`src/rtl/alu_pkg.sv`:
```
// ============================================================================
// Module   : alu_pkg
// Brief    : State encoding, ALU opcodes and display constants for the
//            front-panel ALU sequencer.
// Revision : 1.0 - initial release
// ============================================================================
`default_nettype none

package alu_pkg;

    localparam int ST_W = 7;

    localparam int IDX_A    = 0;
    localparam int IDX_B    = 1;
    localparam int IDX_OP   = 2;
    localparam int IDX_RUN  = 3;
    localparam int IDX_WAIT = 4;
    localparam int IDX_SHOW = 5;
    localparam int IDX_ERR  = 6;

    localparam logic [ST_W-1:0] S_A    = 7'b000_0001;
    localparam logic [ST_W-1:0] S_B    = 7'b000_0010;
    localparam logic [ST_W-1:0] S_OP   = 7'b000_0100;
    localparam logic [ST_W-1:0] S_RUN  = 7'b000_1000;
    localparam logic [ST_W-1:0] S_WAIT = 7'b001_0000;
    localparam logic [ST_W-1:0] S_SHOW = 7'b010_0000;
    localparam logic [ST_W-1:0] S_ERR  = 7'b100_0000;

    localparam logic [3:0] OP_ADD = 4'd0;
    localparam logic [3:0] OP_SUB = 4'd1;
    localparam logic [3:0] OP_AND = 4'd2;
    localparam logic [3:0] OP_OR  = 4'd3;
    localparam logic [3:0] OP_XOR = 4'd4;
    localparam logic [3:0] OP_MUL = 4'd5;

    // Fill bit replicated across the whole display while in the error state.
    localparam logic DISP_BLANK = 1'b1;

endpackage

`default_nettype wire

```
`src/rtl/key_debounce.sv`:
```
// ============================================================================
// Module   : key_debounce
// Brief    : 2-FF synchronizer, stable-level debouncer and one-cycle
//            falling-edge pulse for one active-low pushbutton.
// Revision : 1.0 - initial release
// ============================================================================
`default_nettype none

module key_debounce #(
    parameter int DEBOUNCE_CYCLES = 250000
) (
    input  logic clk,
    input  logic rst,
    input  logic i_key_n,
    output logic o_fall
);

    localparam int CNT_W = (DEBOUNCE_CYCLES > 1) ? $clog2(DEBOUNCE_CYCLES) : 1;

    logic             r_sync1;
    logic             r_sync2;
    logic             r_stable;
    logic             r_fall;
    logic [CNT_W-1:0] r_cnt;
    logic             w_settled;

    assign w_settled = (r_cnt == CNT_W'(DEBOUNCE_CYCLES - 1));
    assign o_fall    = r_fall;

    // Released (high) is the reset level so no pulse fires out of reset.
    always_ff @(posedge clk or posedge rst) begin
        if (rst) begin
            r_sync1  <= 1'b1;
            r_sync2  <= 1'b1;
            r_stable <= 1'b1;
            r_cnt    <= '0;
            r_fall   <= 1'b0;
        end else begin
            r_sync1 <= i_key_n;
            r_sync2 <= r_sync1;
            r_fall  <= 1'b0;
            if (r_sync2 == r_stable) begin
                r_cnt <= '0;
            end else if (w_settled) begin
                r_stable <= r_sync2;
                r_cnt    <= '0;
                r_fall   <= r_stable;
            end else begin
                r_cnt <= r_cnt + CNT_W'(1);
            end
        end
    end

endmodule

`default_nettype wire

```
`src/rtl/alu_sequencer.sv`:
```
// ============================================================================
// Module   : alu_sequencer
// Brief    : Front-panel controller: switch/key operand entry, ALU start/done
//            handshake with timeout, result hold for HEX displays and LEDs.
// Revision : 1.0 - initial release
// ============================================================================
`default_nettype none

module alu_sequencer
    import alu_pkg::*;
#(
    parameter int WIDTH           = 8,
    parameter int DEBOUNCE_CYCLES = 250000,
    parameter int TIMEOUT_CYCLES  = 1024
) (
    input  logic                 CLOCK_50,
    input  logic                 reset,
    input  logic [1:0]           KEY,
    input  logic [WIDTH-1:0]     SW,
    output logic [WIDTH-1:0]     alu_a,
    output logic [WIDTH-1:0]     alu_b,
    output logic [3:0]           alu_op,
    output logic                 alu_start,
    input  logic                 alu_done,
    input  logic [2*WIDTH-1:0]   alu_result,
    output logic [3*WIDTH-1:0]   disp,
    output logic [9:0]           led
);

    localparam int CNT_W = (TIMEOUT_CYCLES > 1) ? $clog2(TIMEOUT_CYCLES) : 1;

    logic [1:0]         w_fall;
    logic               w_enter;
    logic               w_cancel;

    logic [ST_W-1:0]    r_state,  w_state_nxt;
    logic [WIDTH-1:0]   r_a,      w_a_nxt;
    logic [WIDTH-1:0]   r_b,      w_b_nxt;
    logic [3:0]         r_op,     w_op_nxt;
    logic [2*WIDTH-1:0] r_res,    w_res_nxt;
    logic               r_err,    w_err_nxt;
    logic [CNT_W-1:0]   r_cnt,    w_cnt_nxt;
    logic [WIDTH-1:0]   w_op_ext;

    generate
        for (genvar k = 0; k < 2; k++) begin : g_key
            key_debounce #(
                .DEBOUNCE_CYCLES (DEBOUNCE_CYCLES)
            ) u_key_debounce (
                .clk     (CLOCK_50),
                .rst     (reset),
                .i_key_n (KEY[k]),
                .o_fall  (w_fall[k])
            );
        end
    endgenerate

    assign w_enter  = w_fall[0];
    assign w_cancel = w_fall[1];

    always_ff @(posedge CLOCK_50 or posedge reset) begin
        if (reset) begin
            r_state <= S_A;
            r_a     <= '0;
            r_b     <= '0;
            r_op    <= '0;
            r_res   <= '0;
            r_err   <= 1'b0;
            r_cnt   <= '0;
        end else begin
            r_state <= w_state_nxt;
            r_a     <= w_a_nxt;
            r_b     <= w_b_nxt;
            r_op    <= w_op_nxt;
            r_res   <= w_res_nxt;
            r_err   <= w_err_nxt;
            r_cnt   <= w_cnt_nxt;
        end
    end

    // Cancel outranks enter and a same-cycle done; done is only seen in S_WAIT.
    always_comb begin
        w_state_nxt = r_state;
        w_a_nxt     = r_a;
        w_b_nxt     = r_b;
        w_op_nxt    = r_op;
        w_res_nxt   = r_res;
        w_err_nxt   = r_err;
        w_cnt_nxt   = r_cnt;
        if (w_cancel) begin
            w_state_nxt = S_A;
            w_a_nxt     = '0;
            w_b_nxt     = '0;
            w_op_nxt    = '0;
            w_res_nxt   = '0;
            w_err_nxt   = 1'b0;
            w_cnt_nxt   = '0;
        end else begin
            case (r_state)
                S_A: if (w_enter) begin
                    w_a_nxt     = SW;
                    w_state_nxt = S_B;
                end
                S_B: if (w_enter) begin
                    w_b_nxt     = SW;
                    w_state_nxt = S_OP;
                end
                S_OP: if (w_enter) begin
                    w_op_nxt    = SW[3:0];
                    w_state_nxt = S_RUN;
                end
                S_RUN: begin
                    w_cnt_nxt   = '0;
                    w_state_nxt = S_WAIT;
                end
                S_WAIT: begin
                    if (alu_done) begin
                        w_res_nxt   = alu_result;
                        w_state_nxt = S_SHOW;
                    end else if (r_cnt == CNT_W'(TIMEOUT_CYCLES - 1)) begin
                        w_err_nxt   = 1'b1;
                        w_state_nxt = S_ERR;
                    end else begin
                        w_cnt_nxt = r_cnt + CNT_W'(1);
                    end
                end
                S_SHOW: if (w_enter) w_state_nxt = S_RUN;
                S_ERR:  if (w_enter) w_state_nxt = S_A;
                default: w_state_nxt = S_A;
            endcase
        end
    end

    // Outputs decode flops only; no input reaches an output combinationally.
    assign w_op_ext  = {{(WIDTH-4){1'b0}}, r_op};
    assign alu_a     = r_a;
    assign alu_b     = r_b;
    assign alu_op    = r_op;
    assign alu_start = r_state[IDX_RUN];
    assign led       = {r_err, r_state[IDX_RUN] | r_state[IDX_WAIT], 1'b0, r_state};

    always_comb begin
        disp = {r_a, r_b, w_op_ext};
        if (r_state[IDX_ERR])
            disp = {(3*WIDTH){DISP_BLANK}};
        else if (r_state[IDX_RUN] | r_state[IDX_WAIT] | r_state[IDX_SHOW])
            disp = {w_op_ext, r_res};
    end

endmodule

`default_nettype wire
```
`config.mk`:
```
export PLATFORM = sky130hd
export DESIGN_NAME = alu_sequencer
export DESIGN_NICKNAME = d
export VERILOG_FILES = /design/src/rtl/alu_pkg.sv /design/src/rtl/key_debounce.sv /design/src/rtl/alu_sequencer.sv
export SDC_FILE = /design/constraint.sdc
export NUM_CORES = 1
export LEC_CHECK = 0
export ABC_AREA = 1
export BUFFER_PORTS_ARGS = -buffer_cell sky130_fd_sc_hd__buf_4
export CORE_UTILIZATION = 45
export DETAILED_ROUTE_END_ITERATION = 10
export PLACE_DENSITY_LB_ADDON = 0.12
export SLEW_MARGIN = 5
export SYNTH_ARGS = -nofsm -noshare
export SYNTH_HDL_FRONTEND = slang
export SYNTH_SLANG_ARGS = --single-unit
```
`constraint.sdc`:
```
create_clock -name CLOCK_50 -period 6.41 [get_ports CLOCK_50]
set_input_delay 1.282 -clock CLOCK_50 [delete_from_list [all_inputs] [get_ports CLOCK_50]]
set_output_delay 1.282 -clock CLOCK_50 [all_outputs]
set_load 0.02 [all_outputs]
```
# Word-level counts from Yosys, hierarchy flattened
# Cells that the tools add are included.
# Widths: inputs -> output; s select.
classes:
  eq_ne: 20
  n_mux: 37
  bitwise: 4
  add_sub_neg: 3
  n_reduce_logical: 18
op_table:
  columns: ["cell", "count"]
  rows:
  - ["$mux 18", 4]
  - ["$mux 7", 7]
  - ["$mux 16", 3]
  - ["$mux 24", 2]
  - ["$pmux 7 s6", 1]
  - ["$mux 8", 5]
  - ["$add 18x1->18 const B", 2]
  - ["$eq 18x18->1 const B", 2]
  - ["$mux 10", 3]
  - ["$pmux 10 s2", 1]
  - ["$reduce_bool 2->1", 7]
  - ["$mux 4", 3]
  - ["$ne 3x1->1 const B", 4]
  - ["$reduce_and 2->1", 6]
  - ["$add 10x1->10 const B", 1]
  - ["$eq 10x10->1 const B", 1]
  - ["$mux 1", 8]
  - ["$eq 7x1->1 const B", 1]
  - ["$eq 7x2->1 const B", 1]
  - ["$eq 7x3->1 const B", 1]
  - ["$eq 7x4->1 const B", 1]
  - ["$eq 7x5->1 const B", 1]
  - ["$eq 7x6->1 const B", 1]
  - ["$eq 7x7->1 const B", 1]
  - ["10 further kinds", 15]
totals:
  wordCells: 99
  inputBits: 29
  register_bits: 98

# Logic depth before layout (Yosys ltp)
logic_depth:
  ltp_word: 5
  ltp_mapped: 10
  ltp_nobuf: 10

# Hierarchy
# From an unflattened synthesis, not the netlist that was laid out.
unflattened:
  hier_cells: 658
  hier_area_um2: 5210.0
modules_own_cells:
  columns: ["module", "area_each_um2", "cells_per_inst", "n_inst"]
  rows:
  - ["alu_sequencer", 2852.7, 368, 1]
  - ["key_debounce", 1178.6, 145, 2]

# Worst setup path before layout
# Ideal clock, no wire load.
synth_timing:
  path_kind: "register to output"
  start: "register r_state[4]"
  end: "output port disp[4]"
  stages_incl_launch_ff: 6
  t_arrival_ns: 1.597
  setup_slack_ns: 3.531
  path_cell_list: "dfrtp_1 > inv_1 > nand2_1 > nor2_2 > clkbuf_1 > o21ai_0"
synth_via:
  elab_chain_cells: 4
synth_lines:
  columns: ["item", "line_no", "source"]
  rows:
  - ["start, declared", "alu_sequencer.sv:36", "logic [ST_W-1:0] r_state, w_state_nxt;"]
  - ["start signal, assigned", "alu_sequencer.sv:71", "r_state <= w_state_nxt;"]
  - ["$or 1x1->1", null, null]
  - ["named net led[8]", "alu_sequencer.sv:27", "output logic [9:0] led"]
  - ["$or 1x1->1", "alu_sequencer.sv:146", "else if (r_state[IDX_RUN] | r_state[IDX_WAIT] | r_state[IDX_SHOW])"]
  - ["$mux 24", "alu_sequencer.sv:146", null]
  - ["$mux 24", "alu_sequencer.sv:144", "if (r_state[IDX_ERR])"]
  - ["end, declared", "alu_sequencer.sv:26", "output logic [3*WIDTH-1:0] disp,"]
# The timed path passes the listed nets, and every way through them passes these cells.

# Final worst setup path
layout_timing:
  start: "register r_state[3]"
  end: "output port disp[19]"
layout_via:
  elab_chain_cells: 4
layout_lines:
  columns: ["item", "line_no"]
  rows:
  - ["$or 1x1->1 (2 in a row)", "alu_sequencer.sv:146"]
  - ["$mux 24", "alu_sequencer.sv:146"]
  - ["$mux 24", "alu_sequencer.sv:144"]
# Every way passes these cells.

==> impl_metrics.tcl <==
set metrics [dict create \
    root_buffer "clkbuf_16" \
    tritoncts "done" \
    worstPathRequired_ps 5130 \
    yosysSeqAreaShare 0.479 \
    critPathLaunchType "flop" \
    cts.repair.resized 0 \
    yosys_warnings 0 \
    area_delta_synth_final_pct 19.5 \
    htreeDepth 3 \
    grt_overflow_total 0 \
    syn_area_per_cell_um2 8.11 \
    syn_nets 666 \
    syn_area_mm2 0.00514 \
    max_freq_mhz 261 \
    synth_cell_types 39 \
    die-area_mm2 0.0119 \
    cts_sinks 98 \
    grt_max_degree 55 \
    hold_buffers 0 \
    nFillCells 1032 \
    final_cell_mix "139 x nand2_1, 91 x dfrtp_1, 84 x nor2_1" \
    drt-initial-drc-count 209 \
    period_needed_ps 3830 \
    drive_above_1_share 0.215 \
    ir_drop_mv 0.142 \
    hold_path_class "reg -> reg" \
    vias 4311 \
    crit_type "reg -> out" \
    fin_crit_sh 0.598 \
    grt_pass1_vias 3990 \
    hold_viol 0 \
    via_per_inst 5.04 \
    netlist_instances 634 \
    outcome "completed" \
    powerDensity_mw_per_mm2 201 \
    ant_nets 0 \
    cp_max_fo 37 \
    io_pins 84 \
    arrival_ps 2550 \
    wl_um 11300 \
    tightest_slew_ps 1250 \
    post_cts_buffers 0 \
    cts_buffer_depth 2 \
    maxCapViolations 0 \
    dieWidth_um 109 \
    fin_hold_ws_ps 358 \
    finalSetupTns_ps 0 \
    rsz0062_at_grt "false" \
    die_h_um 109 \
    hpwl_um 8310 \
    coreArea_mm2 0.0110 \
    gp_congestion 0.864 \
    first_pass_iters 4 \
    start_util 0.468 \
    clock_skew_ps 8.21 \
    synth.ff_latch_count 98 \
    clk_pin_slew_ps 70 \
    port_buffers 82 \
    insertion_delay_ps 330 \
    rows 38 \
    fin_nets 742 \
    grtUsageTotal 0.206 \
    antenna_found_initial 0 \
    setup_viol 0 \
    final_common_cell "nand2_1" \
    numCtsBuffers 9 \
    insertedDiodeCount 0 \
    crit_path_end_kind "output pin" \
    post-route-drc-count 0 \
    routedWlPerCell_um 13.2 \
    final_util 0.559 \
    total_leakage_power_uw 0.00290 \
    grt_pass1_wl_um 19200 \
    slew_violations 0 \
    slew_headroom 0.166 \
]
==> critical path, cell delays in order, from the launching register on <==
cell,delay [ps]
dfrtp_1,430
inv_1,100
nand2_1,80
nor2_2,940
inv_1,240
nand2_1,150
nand3_1,80
buf_4,180
==> per-layer routing <==
metal | up-vias | track usage | routed length [um]
met3 | 11 | 0.0311 | 465
li1 | 2205 | - | -
met5 | - | 0 | 0
met1 | 2016 | 0.292 | 5620
met4 | 0 | 0.0695 | 125
met2 | 79 | 0.322 | 5070
==> area by class of cell <==
type	count	area (um^2)	area share
tap	140	175	0.0285
clock buffer	14	254	0.0413
multi-input combinational	451	2310	0.377
clock inverter	2	60.1	0.00977
sequential	98	2460	0.401
timing repair buffer	83	623	0.101
inverter	67	256	0.0417
==> final timing paths <==
path	startpoint	end	slack, ps	cells after the start
max	r_state[3]	disp[19]	2580	7
min	g_key[1].u_key_debounce.r_sync1	g_key[1].u_key_debounce.r_sync2	360	0
max reg2reg	g_key[1].u_key_debounce.o_fall	r_res[13]	4300	4
min reg2reg	g_key[1].u_key_debounce.r_sync1	g_key[1].u_key_debounce.r_sync2	360	0
max in group asynchronous	reset	alu_a[0]	4350	3
min in group asynchronous	reset	g_key[0].u_key_debounce.r_cnt[7]	990	2
==> logic make-up after synthesis <==
logic type	share of synthesized area
compound gates	0.0959
xor+xnor	0.0307
fa+ha+maj	0.00730
buf+inv	0.0711
flops	0.479
other cells	0.000729
simple gates	0.316
==> where the power goes <==
group	internal (uW)	switching [uW]
combinational	15.3	25.1
clock	354	217
sequential	624	2.66
total	993	245
==> stage by stage <==
stage / setup slack [ps] / instances / power (uW) / instance area (um^2)
after floorplan: 2580 / 634 / 658 / 5140
after global placement: 3110 / 839 / 679 / 5830
after detailed placement: 2970 / 839 / 680 / 5830
after CTS: 2590 / 855 / 1260 / 6140
after global routing: 2340 / 855 / 1290 / 6140
final: 2580 / 855 / 1240 / 6140
==> state kept, by name, summed over array words and instances (netlist names) <==
name / cells
alu_b: 8
r_res: 16
alu_op: 4
r_cnt: 10
alu_a: 8
g_key.u_key_debounce.r_cnt: 36
r_state: 7
g_key.u_key_debounce.r_sync1: 2
g_key.u_key_debounce.r_stable: 2
g_key.u_key_debounce.r_sync2: 2
r_err: 1
g_key.u_key_debounce.o_fall: 2
==> synth_stat cells (all sizes together) <==
| master | number | area share |
|---|---|---|
| a21oi | 9 | 0.013 |
| a31oi | 1 | 0.0012 |
| and3 | 1 | 0.0012 |
| buf | 13 | 0.018 |
| clkbuf | 5 | 0.0037 |
| conb | 1 | 0.00073 |
| dfrtp | 91 | 0.44 |
| dfstp | 7 | 0.036 |
| ha | 3 | 0.0073 |
| inv | 67 | 0.049 |
| nand2 | 155 | 0.12 |
| nand3 | 59 | 0.065 |
| nand3b | 2 | 0.0029 |
| nand4 | 9 | 0.011 |
| nor2 | 98 | 0.087 |
| nor3 | 18 | 0.018 |
| nor3b | 4 | 0.0058 |
| nor4 | 2 | 0.0024 |
| o211ai | 12 | 0.018 |
| o21a | 1 | 0.0015 |
| o21ai | 56 | 0.060 |
| o21bai | 2 | 0.0029 |
| xnor2 | 2 | 0.0034 |
| xor2 | 16 | 0.027 |
No activity file was read; power rests on OpenSTA's default activity.
